==> src/rtl/menu_key_pulser.sv <==
`default_nettype none
// ============================================================================
// Module   : menu_key_pulser
// Purpose  : Turns raw held key levels into debounced, arbitrated, one-cycle
//            active-low press/repeat pulses for the menu screen.
// Revision : 1.0 - initial release
// ============================================================================
module menu_key_pulser #(
    parameter int DEBOUNCE_CYCLES = 500000,
    parameter int REPEAT_DELAY    = 25000000,
    parameter int REPEAT_PERIOD   = 7500000,
    parameter int CNT_W           = 25
) (
    input  logic clk,
    input  logic reset,
    input  logic enable,
    input  logic up_raw,
    input  logic down_raw,
    input  logic slct_raw,
    output logic up_keyN,
    output logic down_keyN,
    output logic slct_keyN
);

    localparam logic [2:0] c_IDLE     = 3'd0;
    localparam logic [2:0] c_PRESS_DB = 3'd1;
    localparam logic [2:0] c_HELD     = 3'd2;
    localparam logic [2:0] c_REPEAT   = 3'd3;
    localparam logic [2:0] c_REL_DB   = 3'd4;

    localparam logic [CNT_W-1:0] c_DEB  = CNT_W'(DEBOUNCE_CYCLES);
    localparam logic [CNT_W-1:0] c_RDLY = CNT_W'(REPEAT_DELAY);
    localparam logic [CNT_W-1:0] c_RPER = CNT_W'(REPEAT_PERIOD);
    localparam logic [CNT_W-1:0] c_MAX  = '1;
    localparam logic [CNT_W-1:0] c_ONE  = CNT_W'(1);

    logic [2:0] w_raw;
    logic [2:0] r_meta;
    logic [2:0] r_sync;
    logic [2:0] w_req;
    logic       w_slct_lock;

    // Key order in the vectors: 0 = up, 1 = down, 2 = select
    assign w_raw = {slct_raw, down_raw, up_raw};

    always_ff @(posedge clk) begin
        if (reset) begin
            r_meta <= '0;
            r_sync <= '0;
        end else begin
            r_meta <= w_raw;
            r_sync <= r_meta;
        end
    end

    for (genvar k = 0; k < 3; k++) begin : g_key
        localparam bit c_CAN_REP = (k < 2);

        logic [2:0]       r_state;
        logic [2:0]       w_state_nxt;
        logic [CNT_W-1:0] r_cnt;
        logic [CNT_W-1:0] w_cnt_nxt;
        logic [CNT_W-1:0] w_cnt_inc;
        logic             r_rep;
        logic             w_rep_nxt;
        logic             r_arm;
        logic             w_arm_nxt;
        logic             r_req;
        logic             w_req_nxt;
        logic             w_s;

        assign w_s       = r_sync[k];
        assign w_cnt_inc = (r_cnt == c_MAX) ? r_cnt : r_cnt + c_ONE;
        assign w_req[k]  = r_req;

        always_comb begin
            w_state_nxt = r_state;
            w_cnt_nxt   = r_cnt;
            w_rep_nxt   = r_rep;
            w_arm_nxt   = r_arm;
            w_req_nxt   = 1'b0;
            case (r_state)
                c_IDLE: begin
                    w_cnt_nxt = '0;
                    if (w_s) begin
                        w_state_nxt = c_PRESS_DB;
                        w_cnt_nxt   = c_ONE;
                    end else begin
                        // Arming needs a released key seen while enabled
                        w_arm_nxt = 1'b1;
                    end
                end
                c_PRESS_DB: begin
                    if (!w_s) begin
                        w_state_nxt = c_IDLE;
                        w_cnt_nxt   = '0;
                    end else if (r_cnt >= c_DEB) begin
                        w_state_nxt = c_HELD;
                        w_cnt_nxt   = '0;
                        w_rep_nxt   = 1'b0;
                        w_req_nxt   = r_arm;
                    end else begin
                        w_cnt_nxt = w_cnt_inc;
                    end
                end
                c_HELD: begin
                    if (!w_s) begin
                        w_state_nxt = c_REL_DB;
                        w_cnt_nxt   = c_ONE;
                    end else if (c_CAN_REP && (r_cnt >= c_RDLY)) begin
                        w_state_nxt = c_REPEAT;
                        w_cnt_nxt   = '0;
                        w_rep_nxt   = 1'b1;
                        w_req_nxt   = r_arm;
                    end else begin
                        w_cnt_nxt = w_cnt_inc;
                    end
                end
                c_REPEAT: begin
                    if (!w_s) begin
                        w_state_nxt = c_REL_DB;
                        w_cnt_nxt   = c_ONE;
                    end else if (r_cnt >= c_RPER) begin
                        w_cnt_nxt = '0;
                        w_req_nxt = r_arm;
                    end else begin
                        w_cnt_nxt = w_cnt_inc;
                    end
                end
                c_REL_DB: begin
                    if (w_s) begin
                        w_state_nxt = r_rep ? c_REPEAT : c_HELD;
                        w_cnt_nxt   = '0;
                    end else if (r_cnt >= c_DEB) begin
                        w_state_nxt = c_IDLE;
                        w_cnt_nxt   = '0;
                    end else begin
                        w_cnt_nxt = w_cnt_inc;
                    end
                end
                default: begin
                    w_state_nxt = c_IDLE;
                    w_cnt_nxt   = '0;
                end
            endcase
            if (!enable) begin
                w_state_nxt = c_IDLE;
                w_cnt_nxt   = '0;
                w_rep_nxt   = 1'b0;
                w_arm_nxt   = 1'b0;
                w_req_nxt   = 1'b0;
            end
        end

        always_ff @(posedge clk) begin
            if (reset) begin
                r_state <= c_IDLE;
                r_cnt   <= '0;
                r_rep   <= 1'b0;
                r_arm   <= 1'b0;
                r_req   <= 1'b0;
            end else begin
                r_state <= w_state_nxt;
                r_cnt   <= w_cnt_nxt;
                r_rep   <= w_rep_nxt;
                r_arm   <= w_arm_nxt;
                r_req   <= w_req_nxt;
            end
        end

        if (k == 2) begin : g_lock
            assign w_slct_lock = (r_state == c_HELD) || (r_state == c_REL_DB);
        end
    end

    // Gating on the current output level keeps every low pulse to one cycle
    always_ff @(posedge clk) begin
        if (reset || !enable) begin
            up_keyN   <= 1'b1;
            down_keyN <= 1'b1;
            slct_keyN <= 1'b1;
        end else begin
            slct_keyN <= !(w_req[2] && slct_keyN);
            up_keyN   <= !(w_req[0] && !w_req[1] && !w_req[2] && !w_slct_lock && up_keyN);
            down_keyN <= !(w_req[1] && !w_req[0] && !w_req[2] && !w_slct_lock && down_keyN);
        end
    end

endmodule
`default_nettype wire

==> config.mk <==
export PLATFORM = sky130hd
export DESIGN_NAME = menu_key_pulser
export DESIGN_NICKNAME = d
export VERILOG_FILES = /design/src/rtl/menu_key_pulser.sv
export SDC_FILE = /design/constraint.sdc
export NUM_CORES = 1
export LEC_CHECK = 0
export ABC_AREA = 1
export CORE_UTILIZATION = 60
export DETAILED_ROUTE_END_ITERATION = 7
export GPL_TIMING_DRIVEN = 0
export PLACE_DENSITY = 0.78
export SLEW_MARGIN = 25
export SYNTH_ARGS = -nofsm -noshare
export SYNTH_HDL_FRONTEND = slang
export SYNTH_SLANG_ARGS = --single-unit
==> constraint.sdc <==
create_clock -name clk -period 2.2 [get_ports clk]
set_input_delay 0.66 -clock clk [delete_from_list [all_inputs] [get_ports clk]]
set_output_delay 0.66 -clock clk [all_outputs]
set_load 0.02 [all_outputs]
==> Word-level counts from Yosys, hierarchy flattened <==
Index checks and enable logic that the tools add are counted.
{ "classes": {"n_addsub": 3, "order_cmp": 8, "n_eq_ne": 37, "muxes": 85, "bitwise": 4, "n_reduce_logical": 34} }
{ "op_table": {"columns": ["operator", "n"], "rows": [
  ["25-bit 2-to-1 mux", 23],
  ["25-bit one-hot mux with 5 select lines", 3],
  ["25-bit by 1-bit adder with 25-bit output, second input constant", 3],
  ["25-bit equality test, second input constant", 3],
  ["25-bit by 19-bit greater-or-equal comparator with 1-bit output, second input constant", 3],
  ["25-bit by 23-bit greater-or-equal comparator with 1-bit output, second input constant", 3],
  ["3-bit 2-to-1 mux", 22],
  ["25-bit greater-or-equal comparator, second input constant", 2],
  ["3-bit one-hot mux with 5 select lines", 2],
  ["1-bit 2-to-1 mux", 29],
  ["2-bit inequality test, second input constant", 14],
  ["3-bit inequality test, second input constant", 8],
  ["5-bit AND reduction", 4],
  ["3-bit by 2-bit equality test with 1-bit output, second input constant", 6],
  ["3-bit one-hot mux with 4 select lines", 1],
  ["3-bit by 1-bit equality test with 1-bit output, second input constant", 3],
  ["3-bit equality test, second input constant", 3],
  ["1-bit logical AND", 9],
  ["3-bit zero test", 3],
  ["1-bit zero test", 8],
  ["1-bit one-hot mux with 2 select lines", 3],
  ["1-bit one-hot mux with 3 select lines", 2],
  ["2-bit AND reduction", 3],
  ["1-bit inverter", 4],
  ["other kinds (4)", 7]
]} }
{ "totals": {"ff_bits": 101, "in_bits": 6, "wordCells": 190} }

==> Depth between registers and ports, before layout <==
Gate-level depths: netlist of the first run.
{ "depth": {"ltp_word": 6, "mapped_depth": 13, "ltp_nobuf": 12} }

==> Worst setup path before layout of the first run <==
No wires, ideal clock.
{ "synth_timing": {"path_type": "flip-flop to flip-flop", "startpoint": "register g_key[0].r_cnt[0]", "endpoint": "register g_key[0].r_cnt[0]", "setup_time_ns": 0.059, "t_arrival_ns": 1.564, "required_ns": 2.141, "slack_ns": 0.577, "stages_incl_launch_ff": 12, "period_less_slack_ns": 1.623, "path_cell_list": "dfxtp_1 > ha_1 > nand3_1 > inv_1 > nand2_1 > nor2_2 > nand2_2 > buf_6 > nand2_1 > nand2_1 > nand3b_1 > nand2_1"} }
{ "synth_between": {"elab_chain_cells": 5, "word_cells_on_any_way": 14, "classes_between": "add/sub: 1; order compare: 3; eq/ne: 1; mux: 9"} }
{ "synth_rtl": {"columns": ["element", "line", "source"], "rows": [
  ["start: declaration", "61", "logic [CNT_W-1:0] r_cnt;"],
  ["start signal: assignment", "164", "r_cnt <= w_cnt_nxt;"],
  ["25-bit by 1-bit adder with 25-bit output / 25-bit equality test (equally long branches)", "73", "assign w_cnt_inc = (r_cnt == c_MAX) ? r_cnt : r_cnt + c_ONE;"],
  ["25-bit 2-to-1 mux", "73", null],
  ["25-bit 2-to-1 mux (on tied branches) (2 in series)", null, null],
  ["25-bit one-hot mux with 5 select lines (*)", "82", "case (r_state)"]
]} }
Every way passes the cells marked *; elsewhere a longest branch is shown, timed or not.
A chain may end at the register's enable or synchronous reset.

==> Worst setup path after layout of the first run <==
{ "layout_timing": {"startpoint": "register down_keyN", "endpoint": "output port down_keyN"} }
{ "layout_lines": {"columns": ["element", "line", "source"], "rows": [
  ["start: declaration", "21", "output logic down_keyN,"],
  ["start signal: assignment", "185", "down_keyN <= !(w_req[1] && !w_req[0] && !w_req[2] && !w_slct_lock && down_keyN);"]
]} }
No word-level cell between the ends.

==> results of run 1 <==
## logic make-up after synthesis
kind of cell,after synthesis
AO/OA/AOI/OAI,96
flip-flops,101
XOR/XNOR,34
AND/OR/NAND/NOR,620
adder cells (fa/ha/maj),6
buffers and inverters,164
## stage by stage
stage	utilization [%]	hold WS [ps]
after floorplan	-	388
after global placement	65.4	391
after detailed placement	65.4	397
after CTS	67.3	411
after global routing	67.3	434
final	67.3	410
## where the power goes
group / switching (mW) / internal, mW
clock network: 0.711 / 0.462
registers: 0.0146 / 1.85
logic: 0.0970 / 0.0529
total: 0.822 / 2.36
## worst max-delay path by stage
| stage | start | depth (start not counted) | slack (ps) | end |
|---|---|---|---|---|
| 3_3_place_gp | reset | 7 | -120 | g_key[2].r_state[1] |
| 3_5_place_dp | reset | 7 | -160 | g_key[0].r_cnt[9] |
| 6_report | down_keyN | 1 | 210 | down_keyN |
| 5_1_grt | g_key[0].r_cnt[0] | 11 | 20 | g_key[0].r_cnt[0] |
| 2_1_floorplan | g_key[0].r_cnt[0] | 11 | 580 | g_key[0].r_cnt[0] |
| 4_1_cts | down_keyN | 1 | 180 | down_keyN |
## registers in the layout (all words and copies together) (netlist names)
register	cells
r_meta	3
down_keyN	1
g_key.r_arm	3
g_key.r_req	3
slct_keyN	1
g_key.r_rep	2
g_key.r_cnt	75
up_keyN	1
g_key.r_state	9
r_sync	3
## per-layer routing
layer / vias up / track usage (%) / part of all wire (%)
li1: 3253 / - / -
met1: 2711 / 35.4 / 47
met2: 138 / 46.1 / 46
met3: 33 / 5.89 / 5.1
met4: 0 / 11.5 / 2.5
met5: - / 0 / 0
## layout make-up
class	count	area (sq um)
Buffer	18	140
Clock buffer	10	138
Clock inverter	6	52.6
Fill cell	968	3250
Inverter	146	548
Multi-Input combinational cell	756	3560
Sequential cell	101	2020
Tap cell	133	166
Timing Repair Buffer	8	80.1
## cell usage in the layout (no fill, tap or decap), types with 5 or more instances in the layout
master / n
a21oi_1: 58
nor2_1: 206
clkbuf_8: 10
nand2_1: 239
nand4_1: 21
nor2_2: 8
ha_1: 5
or2_2: 10
xnor2_1: 8
nand3_1: 83
dfxtp_1: 101
nor4_1: 6
o21ai_0: 26
nor3_1: 28
xor2_1: 26
buf_4: 6
inv_1: 142
buf_6: 6
clkdlybuf4s50_1: 8
nand2_2: 10
==> impl_metrics.json, run 1 <==
{
  "status": "complete, no violations",
  "end_kind": "output pin",
  "num_rows": 36,
  "yosys.area_share.xor_xnor_pct": 4.75,
  "crit_type": "flip-flop to output pin",
  "final.setup.worst_slack_ps": 209,
  "cp_cell_sequence": "clkdlybuf4s50_1",
  "syn2layout_area_growth_pct": 7.01,
  "min_from": "r_meta[1]",
  "cts_inserted_buffers": 9,
  "ys_seq_area_share_pct": 32.3,
  "htreeDepth": 3,
  "post_dp_cell_area_sq_mm": 0.00651,
  "die_h_um": 104,
  "grt_pass1_wl_um": 24700,
  "synth_nets": 1033,
  "dpl.hpwl_um": 11200,
  "total_power_mw": 3.18,
  "clock_latency_ps": 390,
  "wire_per_inst_um": 12.1,
  "postCtsHoldBufs": 0,
  "yosys.area.top_type": "dfxtp_1",
  "die_area_sq_mm": 0.0109,
  "tritoncts": "yes",
  "grt_max_degree": 19,
  "drt-initial-drc-count": 312,
  "numPortBuffers": 8,
  "drt.antenna.violating_nets": 0,
  "dr.pass1.iters": 5,
  "required_ps": 1540,
  "grt_pass1_vias": 5615,
  "synth_flop_cell": "dfxtp_1",
  "r2r_end": "g_key[2].r_cnt[15]",
  "rsz0062_at_grt": "false",
  "skew_ps": 13.4,
  "critPathLaunchType": "flip-flop",
  "fin_crit_sh_pct": 90.5,
  "finalSetupTns_ps": 0,
  "io_pins": 9,
  "drv_cap": 0,
  "crit_path_max_incr_delay_ps": 600,
  "routed_wl_um": 14300,
  "synth_warnings": 0,
  "ff2ff_path_depth": 10,
  "layout.cells.non_filler": 1178,
  "p_per_area_mw_per_mm2": 475,
  "via_count": 6135,
  "num-nets-final": 1052,
  "crit-reg2reg-launch": "g_key[2].r_cnt[0]",
  "synth_commonest_cells": "239 x nand2_1, 206 x nor2_1, 142 x inv_1",
  "worst_pin_slew_ps": 492,
  "synth-seq-cells": 101,
  "diodes": 0,
  "hold_path_end": "r_sync[1]",
  "synthMuxAreaShare_pct": 0,
  "setup_viol": 0,
  "ctsResizeCount": 0,
  "synth_top_area_share_pct": 32.3,
  "maxSlewHeadroom_pct": 67.2,
  "synth-compound-area-share_pct": 8.17,
  "netlist_area_sq_mm": 0.00626,
  "cp.arrival_ps": 1330,
  "post_cts_buffers": 0,
  "dp_slack_ps": -158,
  "critPathTopFamily": "buffers and inverters",
  "synthCells": 1021,
  "clk_pin_slew_ps": 100,
  "avgSynthCellArea_sq_um": 6.13,
  "synth-edff-count": 0,
  "gp_congestion": 0.920,
  "clock-sinks": 101,
  "avgViaCountPerCell": 5.21,
  "synth_simple_gate_area_share_pct": 42.6,
  "hp-class": "flip-flop to flip-flop",
  "critPathBufInv": 1,
  "grt_overflow": 0,
  "synth_adder_area_share_pct": 1.20,
  "start_util_pct": 62.9,
  "synth_most_common_cell": "nand2_1",
  "grt_use_total_pct": 28.0,
  "ir_worst_vdd_uv": 541,
  "fmax_mhz": 502,
  "antenna_found_initial": 0,
  "clockRootBuffer": "clkbuf_8",
  "critPathMaxFanout": 2,
  "drc_errors": 0,
  "total_leakage_power_nw": 2.69,
  "layout-drive-gt1-share_pct": 6.99,
  "cts_buffer_depth": 2,
  "min_path_cells": 2,
  "synth.distinct_cells": 39,
  "slowest_stage": "clkdlybuf4s50_1",
  "synth_top_family_by_area": "simple AND/OR/NAND/NOR gates",
  "fin_area_sq_mm": 0.00670,
  "die-width_um": 104,
  "slew_violations": 0,
  "coreArea_sq_mm": 0.00995,
  "dp.cells": 1162,
  "timing.final.crit_period_ps": 1990,
  "synthTopCellsByArea": "dfxtp_1 32%, nand2_1 14%, nor2_1 12%, inv_1 8.5%, nand3_1 6.6%",
  "hold_viol_final": 0,
  "ff2ff_setup_slack_ps": 210,
  "ys_async_sr_fraction_pct": 0
}
No activity file was read; power rests on OpenSTA's default activity.
==> run 2, diff against run 1 <==
--- a/config.mk
+++ b/config.mk
@@ -8,4 +8,5 @@
 export ABC_AREA = 1
 export CORE_UTILIZATION = 60
+export CTS_CLUSTER_DIAMETER = 60
 export DETAILED_ROUTE_END_ITERATION = 7
 export GPL_TIMING_DRIVEN = 0
==> constraint.sdc (replaced) <==
create_clock -name clk -period 2.2 [get_ports clk]
set_input_delay 0.55 -clock clk [delete_from_list [all_inputs] [get_ports clk]]
set_output_delay 0.55 -clock clk [all_outputs]
set_load 0.02 [all_outputs]
==> results of run 2 <==
Same layout as run 1 (identical final DEF). Status: complete, no violations.
Among the figures that moved: setup slack after placement -158 ps -> -48.2 ps; setup slack after layout 209 ps -> 215 ps; start point of the critical path down_keyN -> g_key[2].r_cnt[0]; end point of the critical path down_keyN -> g_key[2].r_cnt[15]
==> run 3, diff against run 2 <==
- PLACE_DENSITY: 0.78 -> 0.77
==> impl_metrics.json, run 3 (synthesized netlist as in run 1, its figures left out) <==
{
  "wire_per_inst_um": 12.1,
  "timing.final.crit_period_ps": 1990,
  "drv_cap": 0,
  "fmax_mhz": 501,
  "dr.pass1.iters": 7,
  "num-nets-final": 1052,
  "p_switching_mw": 0.798,
  "dp_slack_ps": -50.0,
  "layout.cells.non_filler": 1178,
  "num_rows": 36,
  "routed_wl_um": 14200,
  "io_pins": 9,
  "layout-drive-gt1-share_pct": 6.79,
  "end_kind": "flip-flop",
  "grt_max_degree": 18,
  "fin_crit_sh_pct": 90.7,
  "post_cts_buffers": 0,
  "die_h_um": 104,
  "hp-class": "flip-flop to flip-flop",
  "critPathMaxFanout": 10,
  "clk_pin_slew_ps": 100,
  "coreArea_sq_mm": 0.00995,
  "die-width_um": 104,
  "start_util_pct": 62.9,
  "nFillCells": 1001,
  "via_count": 6067,
  "clockRootBuffer": "clkbuf_8",
  "syn2layout_area_growth_pct": 6.83,
  "crit_type": "flip-flop to flip-flop",
  "numPortBuffers": 8,
  "clockPowerShare_pct": 35.6,
  "drt-initial-drc-count": 402,
  "htreeDepth": 3,
  "drt.antenna.violating_nets": 0,
  "comb_power_share_pct": 4.8,
  "critPathLaunchType": "flip-flop",
  "mostFrequentLayoutCell": "nand2_1",
  "hold_viol_final": 0,
  "swShare_pct": 25.6,
  "dpl.hpwl_um": 11000,
  "skew_ps": 13.7,
  "largest_register_ffs": 75,
  "final.setup.worst_slack_ps": 206,
  "layout_common_cells": "239 x nand2_1, 206 x nor2_1, 142 x inv_1",
  "finalSetupTns_ps": 0,
  "p_per_area_mw_per_mm2": 467,
  "required_ps": 2540,
  "worst_hold_slack_ps": 408,
  "gp_congestion": 0.967,
  "cp.arrival_ps": 2330,
  "grt_overflow": 0,
  "rsz0062_at_grt": "false",
  "diodes": 0,
  "largest-register": "g_key.r_cnt",
  "cts_buffer_depth": 2,
  "grt_use_total_pct": 28.2,
  "worst_pin_slew_ps": 486,
  "drc_errors": 0,
  "antenna_found_initial": 0,
  "ir_worst_vdd_uv": 450,
  "clock-sinks": 101,
  "clock_latency_ps": 390,
  "status": "complete, no violations",
  "maxSlewHeadroom_pct": 67.6,
  "total_leakage_power_nw": 2.69,
  "reg.largest.list": "g_key.r_cnt: 75 flops, g_key.r_state: 9 flops",
  "setup_viol": 0,
  "intPower_mw": 2.32,
  "tritoncts": "yes",
  "grt_pass1_wl_um": 25000,
  "cts_inserted_buffers": 9,
  "dp.cells": 1162,
  "slew_violations": 0,
  "die_area_sq_mm": 0.0109,
  "grt_pass1_vias": 5594,
  "total_power_mw": 3.12,
  "seq_power_share_pct": 59.6,
  "avgViaCountPerCell": 5.15
}
-- run 3: final timing paths --
check	from	endpoint	slack [ps]	depth (start not counted)
worst max-delay path	g_key[0].r_cnt[0]	g_key[0].r_cnt[0]	210	11
worst min-delay path	r_meta[1]	r_sync[1]	410	2
worst max register to register	g_key[0].r_cnt[0]	g_key[0].r_cnt[0]	210	11
worst min register to register	r_meta[1]	r_sync[1]	410	2
-- run 3: metal layers --
metal	track usage [%]	wire, um	up-vias
met3	6.70	777	20
li1	-	-	3247
met2	46.5	6380	142
met5	0	0	-
met4	8.06	248	0
met1	36.5	6810	2658
-- run 3: power by group through the flow --
stage / sequential (mW) / combinational (mW) / clock [mW]
final: 1.86 / 0.151 / 1.11
after global routing: 1.86 / 0.175 / 1.20
after CTS: 1.86 / 0.150 / 1.15
after detailed placement: 1.90 / 0.149 / 0
after global placement: 1.90 / 0.147 / 0
after floorplan: 1.90 / 0.114 / 0
-- run 3: final cells by class --
cell class              count  area [sq um]  area share, %
repair buffers              8          80.1           1.20
clock buffers              11           131           1.96
clock inverters             5          41.3          0.617
well taps                 133           166           2.49
flip-flops and latches    101          2020           30.2
inverters                 146           548           8.19
plain buffers              18           140           2.09
multi-input cells         756          3560           53.2
-- run 3: worst max-delay path, cell delays in order, from the launching register on --
cell and delay [ps]:
dfxtp_1 440, ha_2 280, nand3_1 90, inv_1 150, nand2_1 160, nor2_2 260, nand2_2 110, buf_6 160
nand2_1 50, nand2_1 50, nand3b_1 140, nand2_1 60
-- run 3: what timing repair did --
action / in CTS / in global routing
hold buffers: 0 / 0
endpoints found under the setup margin: 0 / 14
gates resized for setup: 0 / 2
-- run 3: stage by stage --
stage	utilization, %	instance area, sq um
floorplan	-	6260
global placement	65.4	6510
detailed placement	65.4	6510
CTS	67.1	6680
global route	67.2	6690
finish	67.2	6690
